--- src/rtl/dn_input_pkg.sv ---
// Shared types and default constants for the input debouncer.
//
// Contents:
//   db_state_t             per-channel debounce FSM state
//   CLK_FREQ_HZ            board clock frequency
//   DEBOUNCE_MS            debounce window in milliseconds
//   STABLE_CYCLES_DEFAULT  debounce window in clock cycles (10 ms at 100 MHz)
//   SYNC_STAGES_DEFAULT    default synchronizer depth
package dn_input_pkg;

    typedef enum logic [1:0] {
        S_LOW       = 2'd0,
        S_RISE_WAIT = 2'd1,
        S_HIGH      = 2'd2,
        S_FALL_WAIT = 2'd3
    } db_state_t;

    localparam int unsigned CLK_FREQ_HZ           = 100_000_000;
    localparam int unsigned DEBOUNCE_MS           = 10;
    localparam int unsigned STABLE_CYCLES_DEFAULT = (CLK_FREQ_HZ / 1000) * DEBOUNCE_MS;
    localparam int unsigned SYNC_STAGES_DEFAULT   = 2;

endpackage

--- src/rtl/debounce_channel.sv ---
// Single-bit debouncer: metastability synchronizer, debounce FSM with a
// run-length counter, registered clean level and one-cycle edge pulses.
//
// Ports:
//   clk_i    system clock
//   rst_ni   synchronous active-low reset
//   raw_i    asynchronous raw switch/button level
//   level_o  debounced level (registered)
//   rise_o   one-cycle pulse in the first cycle level_o reads 1
//   fall_o   one-cycle pulse in the first cycle level_o reads 0
module debounce_channel
    import dn_input_pkg::*;
#(
    parameter int unsigned SYNC_STAGES   = SYNC_STAGES_DEFAULT,   // legal range 2..4
    parameter int unsigned STABLE_CYCLES = STABLE_CYCLES_DEFAULT  // must be >= 1
) (
    input  logic clk_i,
    input  logic rst_ni,
    input  logic raw_i,
    output logic level_o,
    output logic rise_o,
    output logic fall_o
);

    localparam int unsigned CntW = $clog2(STABLE_CYCLES + 1);
    // Count value at which the next agreeing sample completes the window.
    localparam logic [CntW-1:0] CntLast = CntW'(STABLE_CYCLES - 1);
    localparam logic [CntW-1:0] CntOne  = CntW'(1);

    logic [SYNC_STAGES-1:0] sync_q, sync_d;
    logic                   sync;

    db_state_t       state_q, state_d;
    logic [CntW-1:0] cnt_q, cnt_d;
    logic            level_q, level_d;
    logic            rise_q, rise_d;
    logic            fall_q, fall_d;

    // Synchronizer shift chain; bit 0 samples the raw pin.
    assign sync_d = {sync_q[SYNC_STAGES-2:0], raw_i};
    assign sync   = sync_q[SYNC_STAGES-1];

    // State register: synchronizer, FSM, counter and outputs.
    always_ff @(posedge clk_i) begin
        if (!rst_ni) begin
            sync_q  <= '0;
            state_q <= S_LOW;
            cnt_q   <= '0;
            level_q <= 1'b0;
            rise_q  <= 1'b0;
            fall_q  <= 1'b0;
        end else begin
            sync_q  <= sync_d;
            state_q <= state_d;
            cnt_q   <= cnt_d;
            level_q <= level_d;
            rise_q  <= rise_d;
            fall_q  <= fall_d;
        end
    end

    // Next-state logic. The state leaves the wait state on the terminal count,
    // so the counter never exceeds STABLE_CYCLES-1 and cannot wrap.
    always_comb begin
        state_d = state_q;
        cnt_d   = cnt_q;
        unique case (state_q)
            S_LOW: begin
                if (sync) begin
                    if (STABLE_CYCLES == 1) begin
                        state_d = S_HIGH;
                    end else begin
                        state_d = S_RISE_WAIT;
                        cnt_d   = CntOne;
                    end
                end
            end
            S_RISE_WAIT: begin
                if (!sync) begin
                    // Glitch: run too short, drop it silently.
                    state_d = S_LOW;
                    cnt_d   = '0;
                end else if (cnt_q == CntLast) begin
                    state_d = S_HIGH;
                    cnt_d   = '0;
                end else begin
                    cnt_d = cnt_q + 1'b1;
                end
            end
            S_HIGH: begin
                if (!sync) begin
                    if (STABLE_CYCLES == 1) begin
                        state_d = S_LOW;
                    end else begin
                        state_d = S_FALL_WAIT;
                        cnt_d   = CntOne;
                    end
                end
            end
            S_FALL_WAIT: begin
                if (sync) begin
                    state_d = S_HIGH;
                    cnt_d   = '0;
                end else if (cnt_q == CntLast) begin
                    state_d = S_LOW;
                    cnt_d   = '0;
                end else begin
                    cnt_d = cnt_q + 1'b1;
                end
            end
            default: begin
                state_d = S_LOW;
                cnt_d   = '0;
            end
        endcase
    end

    // Output logic. Decoding from state_d lets the level and its pulse land on
    // the same edge as the state change, with no extra cycle of latency.
    always_comb begin
        level_d = (state_d == S_HIGH) || (state_d == S_FALL_WAIT);
        rise_d  = level_d & ~level_q;
        fall_d  = ~level_d & level_q;
    end

    assign level_o = level_q;
    assign rise_o  = rise_q;
    assign fall_o  = fall_q;

endmodule

--- src/rtl/input_debouncer.sv ---
// Multi-channel switch/button conditioner. Each channel is synchronized and
// debounced independently; outputs are the concatenation of all channels.
//
// Ports:
//   clk       system clock (100 MHz on board)
//   rst       synchronous active-low reset
//   raw_in    [WIDTH] asynchronous raw levels
//   db_level  [WIDTH] debounced levels
//   db_rise   [WIDTH] one-cycle pulses on debounced 0->1
//   db_fall   [WIDTH] one-cycle pulses on debounced 1->0
module input_debouncer
    import dn_input_pkg::*;
#(
    parameter int unsigned WIDTH         = 2,
    parameter int unsigned SYNC_STAGES   = SYNC_STAGES_DEFAULT,   // legal range 2..4
    parameter int unsigned STABLE_CYCLES = STABLE_CYCLES_DEFAULT  // must be >= 1
) (
    input  logic             clk,
    input  logic             rst,
    input  logic [WIDTH-1:0] raw_in,
    output logic [WIDTH-1:0] db_level,
    output logic [WIDTH-1:0] db_rise,
    output logic [WIDTH-1:0] db_fall
);

    for (genvar i = 0; i < WIDTH; i++) begin : g_chan
        debounce_channel #(
            .SYNC_STAGES   (SYNC_STAGES),
            .STABLE_CYCLES (STABLE_CYCLES)
        ) u_chan (
            .clk_i   (clk),
            .rst_ni  (rst),
            .raw_i   (raw_in[i]),
            .level_o (db_level[i]),
            .rise_o  (db_rise[i]),
            .fall_o  (db_fall[i])
        );
    end

endmodule

--- config.mk ---
export PLATFORM = sky130hd
export DESIGN_NAME = input_debouncer
export DESIGN_NICKNAME = d
export VERILOG_FILES = /design/src/rtl/dn_input_pkg.sv /design/src/rtl/debounce_channel.sv /design/src/rtl/input_debouncer.sv
export SDC_FILE = /design/constraint.sdc
export NUM_CORES = 1
export LEC_CHECK = 0
export CORE_UTILIZATION = 48
export CTS_CLUSTER_DIAMETER = 50
export DETAILED_ROUTE_END_ITERATION = 6
export GPL_TIMING_DRIVEN = 0
export PLACE_DENSITY = 0.72
export SYNTH_ARGS = -nofsm -noshare
export SYNTH_HDL_FRONTEND = slang
export SYNTH_SLANG_ARGS = --single-unit
--- constraint.sdc ---
create_clock -name clk -period 3.9 [get_ports clk]
set_input_delay 0.78 -clock clk [delete_from_list [all_inputs] [get_ports clk]]
set_output_delay 0.78 -clock clk [all_outputs]
set_load 0.05 [all_outputs]
* Word level (Yosys, flattened, before mapping) *
Cells that the tools add are included.

operators by class
  $add $sub $neg = 2
  equal/unequal tests = 16
  muxes and demuxes = 26
  bitwise logic cells = 8
  reduce and logical (&&, ||, !) cells = 6

operator list
  cell                                                    number
  two-way mux 20 bit                                      10
  case mux 20 bit (4 select lines)                        2
  adder 20 x 1 -> 20 bit (second input constant)          2
  == test 20 bit (second input constant)                  2
  two-way mux 2 bit                                       12
  == test 2 bit (second input constant)                   8
  case mux 2 bit (4 select lines)                         2
  bitwise AND 1 bit                                       4
  == test 2 x 1 -> 1 bit (second input constant)          2
  logical NOT 2 bit                                       2
  inequality test 2 x 1 -> 1 bit (second input constant)  2
  inequality test 2 bit (second input constant)           2
  inverter 1 bit                                          4
  AND reduction 2 bit                                     2
  logical OR 1 bit                                        2

word-level totals
  flip-flop bits (word level) = 54
  word-level logic and storage cells = 70

* Depth between registers and ports, before layout *
Gate-level depths: netlist of run 1.

  depth in word-level cells = 8
  mapped depth = 8
  depth with buffers taken out = 6

* By module *
Synthesis of run 1 repeated with hierarchy kept, for this count alone.

second synthesis, totals
  cell total of the unflattened synthesis = 278
  area total of the unflattened synthesis = 2,537.4 sq um

by module, submodules not included
  module            times used  cells an instance  area each (sq um)
  debounce_channel  2           139                1,268.7

* Worst setup path before layout of run 1 *
Ideal clock, no wire load.

  path kind = register to register
  start point = register g_chan[0].u_chan.cnt_q[6]
  end point = register g_chan[0].u_chan.cnt_q[13]
  library setup time = 0.122 ns
  arrival time = 1.654 ns
  required time = 3.778 ns
  slack = 2.124 ns
  cell stages (with the launch flop) = 6
  cell sequence = dfxtp_1 > or4b_4 > nor4_4 > a21oi_2 > buf_6 > a221o_1

on the way
  cells in the longest elaborated chain, start to end = 4
  elaborated cells on any way between the ends = 6
  classes of those cells = 1 x add/sub; 1 x eq/ne; 4 x mux

RTL lines
  item                                                      line                                             source
  start: declaration                                        debounce_channel.sv:34                           logic [CntW-1:0] cnt_q, cnt_d;
  start signal: assignment                                  debounce_channel.sv:55                           cnt_q <= cnt_d;
  adder 20 x 1 -> 20 bit or == test 20 bit (tied branches)  --
  two-way mux 20 bit *                                      debounce_channel.sv:83, debounce_channel.sv:104
  two-way mux 20 bit, on equally long branches              debounce_channel.sv:101, debounce_channel.sv:79
  case mux 20 bit (4 select lines) *                        debounce_channel.sv:67                           unique case (state_q)

Every way passes the cells marked *; elsewhere a longest branch is shown, timed or not.
A chain may end at the register's enable or synchronous reset.

* Final worst setup path of run 1 *
  start point = register g_chan[1].u_chan.level_q
  end point = output port db_level[1]

RTL lines
  item                      line                    source
  start: declaration        debounce_channel.sv:35  logic level_q, level_d;
  start signal: assignment  debounce_channel.sv:56  level_q <= level_d;
  end: declaration          input_debouncer.sv:21   output logic [WIDTH-1:0] db_level,

No word-level cell between the ends.

==> metrics.sh, run 1 <==
OUTCOME='completed'
ANTENNA_CELLS=0
FINAL_NETS=314
BUFFER_PORTS.INSERTED=9
FIN_SETUP_TNS_NS=0
POST-SYNTH-TOP-COUNT-CELL='sky130_fd_sc_hd__dfxtp_1'
GRT_START_MAX_NET_PINS=19
FMAX_MHz=426
REQUIRED_NS=3.12
MIN_PERIOD_NS=2.35
CRITPATHMAXFANOUT=3
WORSTREGTOREGCELLS=7
HOLDPATHSTAGES=1
CTS_BUFFER_DEPTH=2
DETAILED_PLACE.AREA_UM2=2760
SYNTHESIS.AREA_UM2=2580
YOSYSSEQAREASHARE_PCT=41.9
GP_CONGESTION=0.828
FINAL-SETUP-VIOL-COUNT=0
FIRST_GLOBAL_VIAS=1905
HOLDCRITPATHCLASS='flop to flop'
DR.PASS1.ITERS=4
MAX-VDD-IR-DROP_uV=256
ANT_NETS=0
TRITONCTS.NUM_BUFFERS=5
SYNTH_TOP_CELLS_BY_COUNT='sky130_fd_sc_hd__dfxtp_1, sky130_fd_sc_hd__nor2_1, sky130_fd_sc_hd__nand2_1'
FIRST_PASS_GRT_WIRE_LENGTH_UM=8580
GRT-OVFL-TOTAL=0
RELSLEWSLACK_PCT=50.9
NUM-FILL-CELLS=518
CTS_TREE='done'
CRITICAL_PATH_CLASS='flop to primary output'
MAXCAPVIOLCOUNT=0
YS_TYPES=55
HOLD_BUFFERS_POST_CTS=0
POST_CTS.REPAIR.SETUP_BUFFERS=0
CTS-RESIZED-GATES=0
CLKLATENCYLATEPIN_NS=0.31
POST-SYNTH-TOP-AREA-CELL='sky130_fd_sc_hd__dfxtp_1'
SYNTH.AREA.TOP_CELLS='sky130_fd_sc_hd__dfxtp_1, sky130_fd_sc_hd__xnor2_1, sky130_fd_sc_hd__nor2_1'
PER_CELL_VIA_COUNT_IN_THE_ROUTED_DESIGN=5.53
RSZ_0062_RAISED_AFTER_GLOBAL_ROUTING='no'
DESIGN_AREA_UM2=2850
START_UTIL_PCT=50.2
NUMBER_OF_ENABLE_FLIP_FLOP_CELLS_AFTER_SYNTHESIS=0
SYNTH_FLOP_CELL='sky130_fd_sc_hd__dfxtp_1'
CHIPWIDTH_UM=75.3
R2R_SETUP_SLACK_NS=1.78
SYNTH_NETS=298
DIE_HEIGHT_UM=75.3
AREA.GROWTH.SYNTH_TO_FINAL_PCT=10.5
GRT.MET1_USAGE_PCT=26.1
INITIALDRTVIOLATIONCOUNT=174
LEAKAGEPOWER_nW=1.00
ANTENNA_FOUND_INITIAL=0
POSTSYNTHAREAPERCELL_UM2=8.83
POST_ROUTE_CELLS_DRIVE_ABOVE_1_SHARE_PCT=9.39
WORSTSETUPSTARTPOINTTYPE='flop'
CTS_NUM_SINKS=54
ARRIVAL_NS=1.57
TOTALWIRELENGTH_UM=5020
PATH_CLK_SLEW_NS=0.10
SYNTH_TOP_CELL_AREA_SHARE_PCT=41.9
POWER-PER-CELL-AREA_nW_PER_UM2=321
FULL_DIE_AREA_UM2=5670
YOSYS_REGISTER_BITS=54
POST-DP-HPWL_UM=3580
SLEW_VIOL_FINAL=0
FINAL_HOLD_VIOL_COUNT=0
GRTUSAGEMET2_PCT=32.3
WORSTMARGINPINSLEW_NS=0.729
SKEW_NS=0.00942
SYNTHARSTFLOPSHARE_PCT=0
STANDARD_CELL_CORE_AREA_UM2=5140
VIAS=2094
GRT.BUSIEST_LAYER='met2'
DRC_ERRORS=0
HTREE_LEVELS=2
TIMING.FINAL.CRIT_SHARE_PCT=60.2
GRT_USE_TOTAL_PCT=19.8
GLOBALROUTEMET3UTIL_PCT=4.37
CTS-ROOT-BUF='sky130_fd_sc_hd__clkbuf_8'
CRIT_PATH_END_KIND='primary output'
PLACEMENT_ROWS=26
SYNTH-WARNING-COUNT=0
DETAIL_ROUTE.WL_PER_CELL_UM=13.2
PIN_COUNT=10
SYN-INSTANCE-COUNT=292
==> path summary, 6_finish.rpt <==
check / from / to
worst max-delay path: g_chan[1].u_chan.level_o$_SDFF_PN0_ / db_level[1]
worst min register to register: g_chan[1].u_chan.sync_q[0]$_SDFF_PN0_ / g_chan[1].u_chan.sync_q[1]$_SDFF_PN0_
worst max register to register: g_chan[0].u_chan.cnt_q[0]$_SDFFE_PN0P_ / g_chan[0].u_chan.cnt_q[19]$_SDFFE_PN0P_
worst min-delay path: g_chan[1].u_chan.sync_q[0]$_SDFF_PN0_ / g_chan[1].u_chan.sync_q[1]$_SDFF_PN0_
==> layout make-up <==
| type | instances | area [µm²] | share of cell area, % |
|---|---|---|---|
| well taps | 70 | 87.6 | 3.07 |
| flip-flops and latches | 54 | 1080 | 37.9 |
| inverters | 9 | 33.8 | 1.19 |
| repair buffers | 9 | 90.1 | 3.16 |
| clock buffers | 5 | 68.8 | 2.41 |
| clock inverters | 3 | 25.0 | 0.878 |
| multi-input cells | 214 | 1370 | 47.9 |
| plain buffers | 15 | 98.8 | 3.47 |
==> layout by cell type (no fill, tap or decap), drive strengths merged, types with 10 or more instances in the layout <==
cell type / netlist / final
nand2: 20 / 20
xnor2: 14 / 14
clkbuf: 6 / 11
inv: 9 / 10
dfxtp: 54 / 54
nand3: 16 / 16
a21oi: 16 / 16
nor2: 29 / 29
and3: 12 / 12
o21ai: 12 / 12
==> state kept, by name, indices dropped and copies added (netlist names) <==
name                   cells
g_chan.u_chan.cnt_q       40
g_chan.u_chan.state_q      4
g_chan.u_chan.sync_q       4
g_chan.u_chan.level_o      2
g_chan.u_chan.rise_o       2
g_chan.u_chan.fall_o       2
==> layer usage <==
metal  wire length (µm)  share of wire (%)
met5                  0                  0
met4                 73                1.5
met3                201                4.0
met2               2270                 45
met1               2470                 49
==> logic make-up (layout without fill, tap and decap cells) <==
family,count (synthesis),count (layout),synth area share [%]
compound gates,59,59,15.6
xor+xnor,19,19,6.45
fa+ha+maj,2,2,0.970
buf+inv,24,41,5.14
flops,54,54,41.9
mux,4,4,1.70
simple gates,130,130,28.2
==> report_power, final <==
group / switching (mW) / internal (mW) / total (mW)
Combinational: 0.0205 / 0.0115 / 0.0320
Clock: 0.194 / 0.130 / 0.324
Sequential: 0.00296 / 0.555 / 0.558
==> worst max-delay path, stage by stage (launching register included) <==
cell	delay [ns]
sky130_fd_sc_hd__dfxtp_1	0.36
sky130_fd_sc_hd__buf_4	0.11
sky130_fd_sc_hd__clkdlybuf4s50_1	0.79
==> metrics by stage <==
step / std cells / setup slack (ns) / power, mW / hold WS [ns] / utilization [%]
after detailed placement: 371 / 1.39 / 0.603 / 0.423 / 53.6
after floorplan: 292 / 2.12 / 0.591 / 0.412 / -
after global routing: 379 / 1.51 / 0.947 / 0.469 / 55.5
final: 379 / 1.55 / 0.914 / 0.442 / 55.5
after CTS: 379 / 1.54 / 0.924 / 0.447 / 55.5
after global placement: 371 / 1.46 / 0.603 / 0.414 / 53.6
No activity file was read; power rests on OpenSTA's default activity.
==> inputs of run 2 (changes only) <==
--- a/config.mk
+++ b/config.mk
@@ -9,7 +9,7 @@
 export CTS_CLUSTER_DIAMETER = 50
 export DETAILED_ROUTE_END_ITERATION = 6
 export GPL_TIMING_DRIVEN = 0
-export PLACE_DENSITY = 0.72
+export PLACE_DENSITY = 0.75
 export SYNTH_ARGS = -nofsm -noshare
 export SYNTH_HDL_FRONTEND = slang
 export SYNTH_SLANG_ARGS = --single-unit
==> constraint.sdc (replaced) <==
create_clock -name clk -period 2.05 [get_ports clk]
set_input_delay 0.41 -clock clk [delete_from_list [all_inputs] [get_ports clk]]
set_output_delay 0.41 -clock clk [all_outputs]
set_load 0.05 [all_outputs]
==> run 2 against run 1 <==
Clock skew grew 0.0016 ns. Die area stayed put. Largest cell class unchanged. Core utilization grew 1.6 points. Critical endpoint is now db_level[0]. Cell count increased by 0.79%. Sequential cell count did not move.
==> metrics.sh, run 2 (synthesis gave the netlist of run 1 again) <==
POWER-PER-CELL-AREA_nW_PER_UM2=598  # +87%
SLEW_VIOL_FINAL=0  # unchanged
ANTENNA_FOUND_INITIAL=0  # unchanged
MAX-VDD-IR-DROP_uV=527  # +110%
PLACEMENT_ROWS=26  # unchanged
DIE_HEIGHT_UM=75.3  # unchanged
BUFFER_PORTS.INSERTED=9  # unchanged
HOLDCRITPATHCLASS='flop to flop'
FINAL_NETS=317  # +0.96%
REQUIRED_NS=1.64  # -1.48 ns
MOST-COMMON-LAYOUT-CELLS='sky130_fd_sc_hd__dfxtp_1, sky130_fd_sc_hd__nor2_1, sky130_fd_sc_hd__nand2_1'
POST_ROUTE_CELLS_DRIVE_ABOVE_1_SHARE_PCT=13.8  # +4.4 points
GRT_START_MAX_NET_PINS=20  # +1
FIRST_GLOBAL_VIAS=1859  # -2.4%
P_COMB_SHARE_PCT=3.7  # +0.2 points
LARGEST_REGISTER_FFS=40  # unchanged
TRITONCTS.NUM_BUFFERS=5  # unchanged
CRITPATHMAXFANOUT=3  # unchanged
CRIT_PATH_END_KIND='primary output'
OUTCOME='completed'
CTS_NUM_SINKS=54  # unchanged
PIN_COUNT=10  # unchanged
RSZ_0062_RAISED_AFTER_GLOBAL_ROUTING='no'
DP_SLACK_NS=-0.0401  # -1.43 ns
ANTENNA_CELLS=0  # unchanged
AREA.GROWTH.SYNTH_TO_FINAL_PCT=13.7
WORSTSETUPSTARTPOINTTYPE='flop'
CRITICAL_PATH_CLASS='flop to primary output'
PER_CELL_VIA_COUNT_IN_THE_ROUTED_DESIGN=5.57  # +0.83%
TIMING.FINAL.CRIT_SHARE_PCT=96.6
DESIGN_AREA_UM2=2930  # +2.9%
NUM-FILL-CELLS=493  # -4.8%
LARGEST_REGISTER='g_chan.u_chan.cnt_q'
WORST_SLACK_NS=0.0701  # -1.48 ns
POST-DP-HPWL_UM=3630  # +1.3%
STANDARD_CELL_CORE_AREA_UM2=5140  # unchanged
FINAL-SETUP-VIOL-COUNT=0  # unchanged
LARGEST_REGISTERS='g_chan.u_chan.cnt_q (40), g_chan.u_chan.state_q (4), g_chan.u_chan.sync_q (4)'
SKEW_NS=0.0110  # +0.00160 ns
CTS-ROOT-BUF='sky130_fd_sc_hd__clkbuf_8'
INITIALDRTVIOLATIONCOUNT=103  # -41%
POWER.NET_SWITCHING_mW=0.425  # +95%
FINALPOWER_mW=1.75  # +92%
FINAL_HOLD_VIOL_COUNT=0  # unchanged
MAXCAPVIOLCOUNT=0  # unchanged
DETAILED_PLACE.AREA_UM2=2760  # unchanged
WORSTMARGINPINSLEW_NS=0.646  # -0.0833 ns
CTS_BUFFER_DEPTH=2  # unchanged
HOLD_BUFFERS_POST_CTS=0  # unchanged
MIN_PERIOD_NS=1.98
P_INT_mW=1.33  # +91%
PWR-SHARE-SEQ_PCT=60.4  # -0.6 points
GP_CONGESTION=0.851  # +2.8%
LAYOUT.CELLS.MOST_COMMON='sky130_fd_sc_hd__dfxtp_1'
MULTIINPUTGATEAREA_UM2=1420  # +3.7%
FMAX_MHz=505
DETAIL_ROUTE.WL_PER_CELL_UM=13.5  # +2.2%
FIRST_PASS_GRT_WIRE_LENGTH_UM=8690  # +1.2%
GRT_USE_TOTAL_PCT=20.2  # +0.34 points
START_UTIL_PCT=50.2  # unchanged
DRC_ERRORS=0  # unchanged
DR.PASS1.ITERS=4  # unchanged
LEAKAGEPOWER_nW=1.03  # +3.4%
CLKLATENCYLATEPIN_NS=0.31  # about the same
LAYOUT.AREA.SEQ_UM2=1090  # +0.46%
PATH_CLK_SLEW_NS=0.11  # about the same
POWER.SHARE.SWITCHING_PCT=24.2  # +0.38 points
POWER_FRAC_CLOCK_PCT=35.9  # +0.4 points
TOTALWIRELENGTH_UM=5170  # +3.0%
CHIPWIDTH_UM=75.3  # unchanged
RELSLEWSLACK_PCT=56.5  # +5.6 points
VIAS=2128  # +1.6%
GRT-OVFL-TOTAL=0  # unchanged
FULL_DIE_AREA_UM2=5670  # unchanged
ARRIVAL_NS=1.57  # about the same
ANT_NETS=0  # unchanged
HTREE_LEVELS=2  # unchanged
CTS_TREE='done'
[run 2: changes by cell type in the layout (fill, tap and decap cells not counted), sizes merged]
cell / change
inv: +1
clkinvlp: -1
buf: +3
[run 2: power groups by stage]
| stage | clock, mW | combinational (mW) | sequential, mW |
|---|---|---|---|
| floorplan | 0 | 0.0403 | 1.08 |
| global placement | 0 | 0.0610 | 1.08 |
| detailed placement | 0 | 0.0612 | 1.09 |
| CTS | 0.644 | 0.0620 | 1.06 |
| global route | 0.678 | 0.0706 | 1.06 |
| finish | 0.630 | 0.0641 | 1.06 |
[run 2: layer usage]
metal	track usage [%]	vias up	wire length (µm)
met5	0	-	0
met4	7.41	0	117
met3	3.57	12	171
met2	35.0	36	2470
met1	25.1	996	2420
li1	-	1084	-
[run 2: worst max-delay path: stages (launching register included)]
cell and delay, ns:
sky130_fd_sc_hd__dfxtp_1 0.36, sky130_fd_sc_hd__buf_4 0.11, sky130_fd_sc_hd__clkdlybuf4s50_1 0.78
[run 2: timing repair]
item                       in CTS  in global routing
resized for setup               4                 10
buffers inserted                1                  2
setup endpoints to repair      19                 27
cloned                          1                  0
pin swaps                       3                  2
[run 2: layout make-up]
class | count | area share, %
buffer | 14 | 3.33
clock buffer | 5 | 2.35
clock inverter | 3 | 0.896
inverter | 9 | 1.15
multi-input combinational | 214 | 48.3
sequential | 54 | 37.0
tap | 70 | 2.99
timing repair buffer | 13 | 4.01
[run 2: through the flow]
step / util, % / cells / hold slack [ns] / TNS, ns
2_1_floorplan: - / 292 / 0.412 / 0
3_3_place_gp: 53.6 / 371 / 0.416 / -0.0160
3_5_place_dp: 53.6 / 371 / 0.428 / -0.499
4_1_cts: 56.1 / 381 / 0.448 / 0
5_1_grt: 57.1 / 382 / 0.474 / 0
6_report: 57.1 / 382 / 0.445 / 0
[run 2: worst paths after layout]
path | slack, ns | cells past startpoint | end | startpoint
worst max-delay path | 0.07 | 2 | db_level[0] | g_chan[0].u_chan.level_o$_SDFF_PN0_
worst min-delay path | 0.44 | 1 | g_chan[1].u_chan.rise_o$_SDFF_PN0_ | g_chan[1].u_chan.level_o$_SDFF_PN0_
worst max register to register | 0.11 | 5 | g_chan[0].u_chan.cnt_q[13]$_SDFFE_PN0P_ | g_chan[0].u_chan.state_q[1]$_SDFF_PN0_
worst min register to register | 0.44 | 1 | g_chan[1].u_chan.rise_o$_SDFF_PN0_ | g_chan[1].u_chan.level_o$_SDFF_PN0_
==> inputs of run 3 (changes only) <==
--- a/config.mk
+++ b/config.mk
@@ -5,6 +5,7 @@
 export SDC_FILE = /design/constraint.sdc
 export NUM_CORES = 1
 export LEC_CHECK = 0
+export ABC_CLOCK_PERIOD_IN_PS = 2050
 export CORE_UTILIZATION = 48
 export CTS_CLUSTER_DIAMETER = 50
 export DETAILED_ROUTE_END_ITERATION = 6
==> results of run 3 <==
No change in the layout: final DEF, timing and power equal those of run 2.
==> variant 1 (settings of run 3) <==
Put a register stage on the output `db_level`, without a reset. The value now appears one clock later. The other outputs are not delayed to match.
--- a/src/rtl/input_debouncer.sv
+++ b/src/rtl/input_debouncer.sv
@@ -23,6 +23,8 @@
     output logic [WIDTH-1:0] db_fall
 );
 
+    logic [WIDTH-1:0] db_level_d;
+
     for (genvar i = 0; i < WIDTH; i++) begin : g_chan
         debounce_channel #(
             .SYNC_STAGES   (SYNC_STAGES),
@@ -31,11 +33,15 @@
             .clk_i   (clk),
             .rst_ni  (rst),
             .raw_i   (raw_in[i]),
-            .level_o (db_level[i]),
+            .level_o (db_level_d[i]),
             .rise_o  (db_rise[i]),
             .fall_o  (db_fall[i])
         );
     end
 
+    always_ff @(posedge clk) begin
+        db_level <= db_level_d;
+    end
+
 endmodule
 
Check against the original RTL: no difference found for any inputs over 10 cycles, from zero or initial values and one cycle with rst low; that may be too few to reach the edited logic, so the function may still have changed.
==> variant 1 against run 3 <==
  * Maximum frequency rose by 2.3%
  * Global-route usage fell by 0.86 points
  * Wire length fell by 4.4%
  * Design area fell by 1.7%
  * Core utilization fell by 0.97 points
  * Sequential cell count rose by 2
  * Worst setup slack improved by 45 ps
  * Sequential power rose by 4%
  * Worst hold slack got worse by 74 ps
  * Final cell count fell by 2.9%
  * Total power rose by 4.3%
  * Synthesized area rose by 0.39%
  * First-iteration DRC count rose by 12%
==> variant 1: results (changes against run 3) <==
Logic synthesis
  • Syn nets: 290 (was 298)
  • Sequential area share after synthesis: 43.31% (was 41.92%)
  • Top post-synthesis cells by area: dfxtp_1 43%, xnor2_1 7.4%, nor2_1 5.9% (was dfxtp_1 42%, xnor2_1 4.8%, nor2_1 4.2%)
  • Post-synth EDFFs: 0 (unchanged)
  • Synth cell types: 48 (was 55)
  • Commonest cells post-synth: 56 x dfxtp_1, 41 x nor2_1, 22 x xnor2_1, 20 x nand2_1, 17 x nand3_1 (was 54 x dfxtp_1, 29 x nor2_1, 20 x nand2_1, 15 x a21oi_1, 15 x nand3_1)

Final layout
  • Share of cells above drive strength 1: 11.63% (was 13.78%)
  • Ant. Diodes: 0 (unchanged)
  • Final Net Count: 306 (was 317)
  • # fillers: 480 (was 493)
  • Top flop regs: g_chan.u_chan.cnt_q x40, g_chan.u_chan.state_q x4, g_chan.u_chan.sync_q x4 (unchanged)

Worst setup path
  • Largest stage delay on the critical path: between 700 and 800 ps
  • Critical Path AT: 1520 ps (was 1570 ps)
  • R2R Path Start: g_chan[1].u_chan.cnt_q[6] (was g_chan[0].u_chan.state_q[1])
  • Reg-to-reg critical path endpoint: g_chan[1].u_chan.cnt_q[17] (was g_chan[0].u_chan.cnt_q[13])
  • Max FO, Critical Path: 1 (was 3)
  • R2R setup slack: 180 ps (was 110 ps)
  • Critical Path Slowest Stage Cell: clkdlybuf4s50_1 (unchanged)

Global routing
  • All-Layer GR Usage: 19.32% (was 20.18%)
  • Grt met2 use: 28.67% (was 35.02%)
  • Vias in the first global route: 1767 (was 1859)
  • First-pass GRT wire length: 8.349 mm (was 8.687 mm)
  • Met3 Track Usage GR: 4.894% (was 3.571%)
  • Global Route met1 Usage: 27.37% (was 25.15%)
  • Largest net degree at the start of global routing: 21 (was 20)

Power
  • Leakage power: 0.9554 nW (was 1.035 nW)
  • Max VDD drop: 0.3799 mV (was 0.5272 mV)

Placement
  • Gpl congestion: 0.8399 (was 0.8511)
  • Buffers on Ports: 9 (unchanged)
  • DP HPWL: 3.520 mm (was 3.627 mm)
  • Post-Place Cell Area: 0.002766 mm² (was 0.002756 mm²)

Outcome
  • Status: finished clean (unchanged)

STA
  • Clock Skews: 12.26 ps (was 11.03 ps)
  • Relative slew slack: 50.86% (was 56.50%)
  • Worst hold slack: 370.6 ps (was 444.6 ps)

Routing
  • Max Used Layer: met4 (unchanged)
  • Via Count: 2039 (was 2128)
  • DR WL met2: 2.209 mm (was 2.469 mm)
  • Routed wl met3: 180 µm (was 171 µm)
  • Initial drt markers: 115 (was 103)
  • Routed WL per cell: 13.33 µm (was 13.54 µm)
  • Metal1 wirelength: 2.498 mm (was 2.416 mm)

CTS
  • CTS H-tree depth: 2 (unchanged)
  • Gates resized, CTS repair: 0 (was 4)
  • Post-CTS Setup Inserts: 0 (was 1)

Hold path
  • Hold Path Depth: 0 (was 1)
  • HP Class: flip-flop to flip-flop (unchanged)
  • Hold endpoint: db_level[1] (was g_chan[1].u_chan.rise_o)
-- variant 1: logic make-up after synthesis --
logic type,after synthesis,share of synthesized area (%)
flip-flops,56,43.31
multiplexers,2,0.7734
AND/OR/NAND/NOR,155,34.07
adder cells (fa/ha/maj),2,0.9665
AO/OA/AOI/OAI,26,7.637
XOR/XNOR,28,10.05
buffers and inverters,15,3.190
-- variant 1: worst max-delay path by stage --
stage | endpoint | start | slack, ps
floorplan | g_chan[1].u_chan.cnt_q[15] | g_chan[1].u_chan.cnt_q[0] | 330
global placement | g_chan[1].u_chan.cnt_q[18] | rst | -100
detailed placement | g_chan[1].u_chan.cnt_q[18] | rst | -110
CTS | g_chan[1].u_chan.cnt_q[17] | g_chan[1].u_chan.cnt_q[0] | 40
global route | g_chan[0].u_chan.cnt_q[9] | g_chan[0].u_chan.cnt_q[1] | 7
finish | db_fall[0] | g_chan[0].u_chan.fall_o | 120
-- variant 1: power by group --
group	internal [mW]	switching (mW)	total, mW
Clock	0.259	0.399	0.658
Sequential	1.09	0.00751	1.10
Combinational	0.0257	0.0442	0.0699
-- variant 1: final cells by class --
type,count,area (µm²),area share (%)
multi-input combinational,213,1400,48.57
inverter,3,11.26,0.3906
buffer,12,73.82,2.561
tap,70,87.58,3.038
sequential,56,1122,38.93
timing repair buffer,9,90.09,3.125
clock inverter,3,28.78,0.9983
clock buffer,5,68.82,2.387
-- variant 1: stage by stage --
step	setup slack (ps)	power (mW)	cells	setup TNS, ps
final	115.1	1.830	371	0
after global routing	7.159	1.895	371	0
after CTS	41.02	1.840	371	0
after detailed placement	-107.7	1.196	363	-643.6
after global placement	-96.03	1.195	363	-573.1
after floorplan	328.5	1.171	284	0
==> variant 2 (settings of run 3) <==
Without the edit above. Set the parameter `WIDTH` to 3 (it was 2).
--- a/src/rtl/input_debouncer.sv
+++ b/src/rtl/input_debouncer.sv
@@ -11,7 +11,7 @@
 module input_debouncer
     import dn_input_pkg::*;
 #(
-    parameter int unsigned WIDTH         = 2,
+    parameter int unsigned WIDTH         = 3,
     parameter int unsigned SYNC_STAGES   = SYNC_STAGES_DEFAULT,   // legal range 2..4
     parameter int unsigned STABLE_CYCLES = STABLE_CYCLES_DEFAULT  // must be >= 1
 ) (
Ports: changed (resized db_fall, db_level, db_rise and raw_in); port bits go from 10 to 14. The function was not compared with the original's and may differ.
==> variant 2 against run 3 <==
  * First-iteration DRC count increased by 95%
  * Wire length grew 65%
  * Die area rose by 49%
  * Design area up 51%
  * Total power increased by 68%
  * Sequential cell count increased by 27
  * Core utilization decreased by 0.12 points
  * Synthesized area increased by 51%
  * Worst setup slack got worse by 2.3 ps
  * Critical path type unchanged
  * Largest power group unchanged
==> variant 2: results (changes against run 3) <==
Logic synthesis
  • Syn Inst Count: 453 (was 292)
  • Synth Area in XOR/XNOR: 6.463% (was 6.453%)
  • Adder-Cell Fraction of Synth Area: 0.9646% (was 0.9704%)
  • Synth Area in Compound Gates: 14.89% (was 15.62%)
  • Syn nets: 461 (was 298)
  • Commonest cells post-synth: 81 x dfxtp_1, 44 x nand2_1, 41 x nor2_1, 28 x o21ai_0, 25 x a21oi_1 (was 54 x dfxtp_1, 29 x nor2_1, 20 x nand2_1, 15 x a21oi_1, 15 x nand3_1)

Routing
  • Vias per cell: 5.862 (was 5.571)
  • DRT Wirelength: 8.542 mm (was 5.174 mm)
  • Via Count: 3441 (was 2128)

Placement
  • DP Cell Count: 568 (was 371)
  • Dpl ws: -430.9 ps (was -40.12 ps)

Global routing
  • First-pass GRT wire length: 14.31 mm (was 8.687 mm)
  • All-Layer GR Usage: 21.04% (was 20.18%)

CTS
  • TritonCTS Buffers: 9 (was 5)
  • Clock latency on the worst-skew pair: 370 ps (was 310 ps)

Final layout
  • Share of cells above drive strength 1: 12.99% (was 13.78%)
  • Final Net Count: 488 (was 317)
  • Top flop regs: g_chan.u_chan.cnt_q x60, g_chan.u_chan.state_q x6, g_chan.u_chan.sync_q x6 (was g_chan.u_chan.cnt_q x40, g_chan.u_chan.state_q x4, g_chan.u_chan.sync_q x4)

STA
  • Clock Skews: 10.17 ps (was 11.03 ps)

Worst setup path
  • Max FO, Critical Path: 1 (was 3)
  • Crit path from: g_chan[0].u_chan.fall_o (was g_chan[0].u_chan.level_o)
  • Worst Setup EP: db_fall[0] (was db_level[0])
  • R2R Path Start: g_chan[2].u_chan.cnt_q[0] (was g_chan[0].u_chan.state_q[1])

Power
  • Leakage power: 1.604 nW (was 1.035 nW)

Hold path
  • Hold endpoint: g_chan[2].u_chan.sync_q[1] (was g_chan[1].u_chan.rise_o)

Outcome
  • Status: finished clean (unchanged)
variant 2: cell count changes in the layout (fill, tap and decap cells not counted), moves of 6 or more:
cell / change
nand3_1: +9
a31oi_1: +9
nand4_1: +8
nor3_1: +6
a21oi_1: +12
nor2_1: +14
dfxtp_1: +26
o21ai_0: +16
xor2_1: +7
nand2_1: +24
nor4_1: +9
variant 2: kinds of logic after synthesis:
| kind of cell | count (synthesis) |
|---|---|
| AO/OA/AOI/OAI | 94 |
| flip-flops | 81 |
| adder cells (fa/ha/maj) | 3 |
| buffers and inverters | 31 |
| XOR/XNOR | 27 |
| multiplexers | 3 |
| AND/OR/NAND/NOR | 214 |
variant 2: area by class of cell:
type,count,area [µm²]
inverter,8,30.03
tap,102,127.6
buffer,23,146.4
fill,699,3344
clock buffer,9,123.9
sequential,81,1625
timing repair buffer,16,158.9
multi-input combinational,341,2125
clock inverter,7,86.33
variant 2: where the power goes:
part           internal [mW]  switching [mW]  total [mW]
Clock                  0.590           0.660        1.25
Sequential              1.58          0.0111        1.59
Combinational         0.0303          0.0679      0.0982
Total                   2.20           0.739        2.94
variant 2: routing by layer:
layer  up-vias  track usage, %  wire [µm]  share of wire [%]
li1       1700               -          -                  -
met1      1620           25.98       3850                 45
met2       106           34.51       4046                 47
met3        15           5.307        486                5.7
met4         0           9.375        159                1.9
met5         -               0          0                  0
variant 2: worst max-delay path, cell delays in order, from the launching register on:
cell	delay, ps
dfxtp_1	330
buf_4	90
clkdlybuf4s50_1	790
variant 2: what timing repair did:
item | CTS | global route
pin swaps | 0 | 2
endpoints found under the setup margin | 21 | 53
hold buffers | 0 | 0
gates resized for setup | 3 | 15
setup buffers | 0 | 3
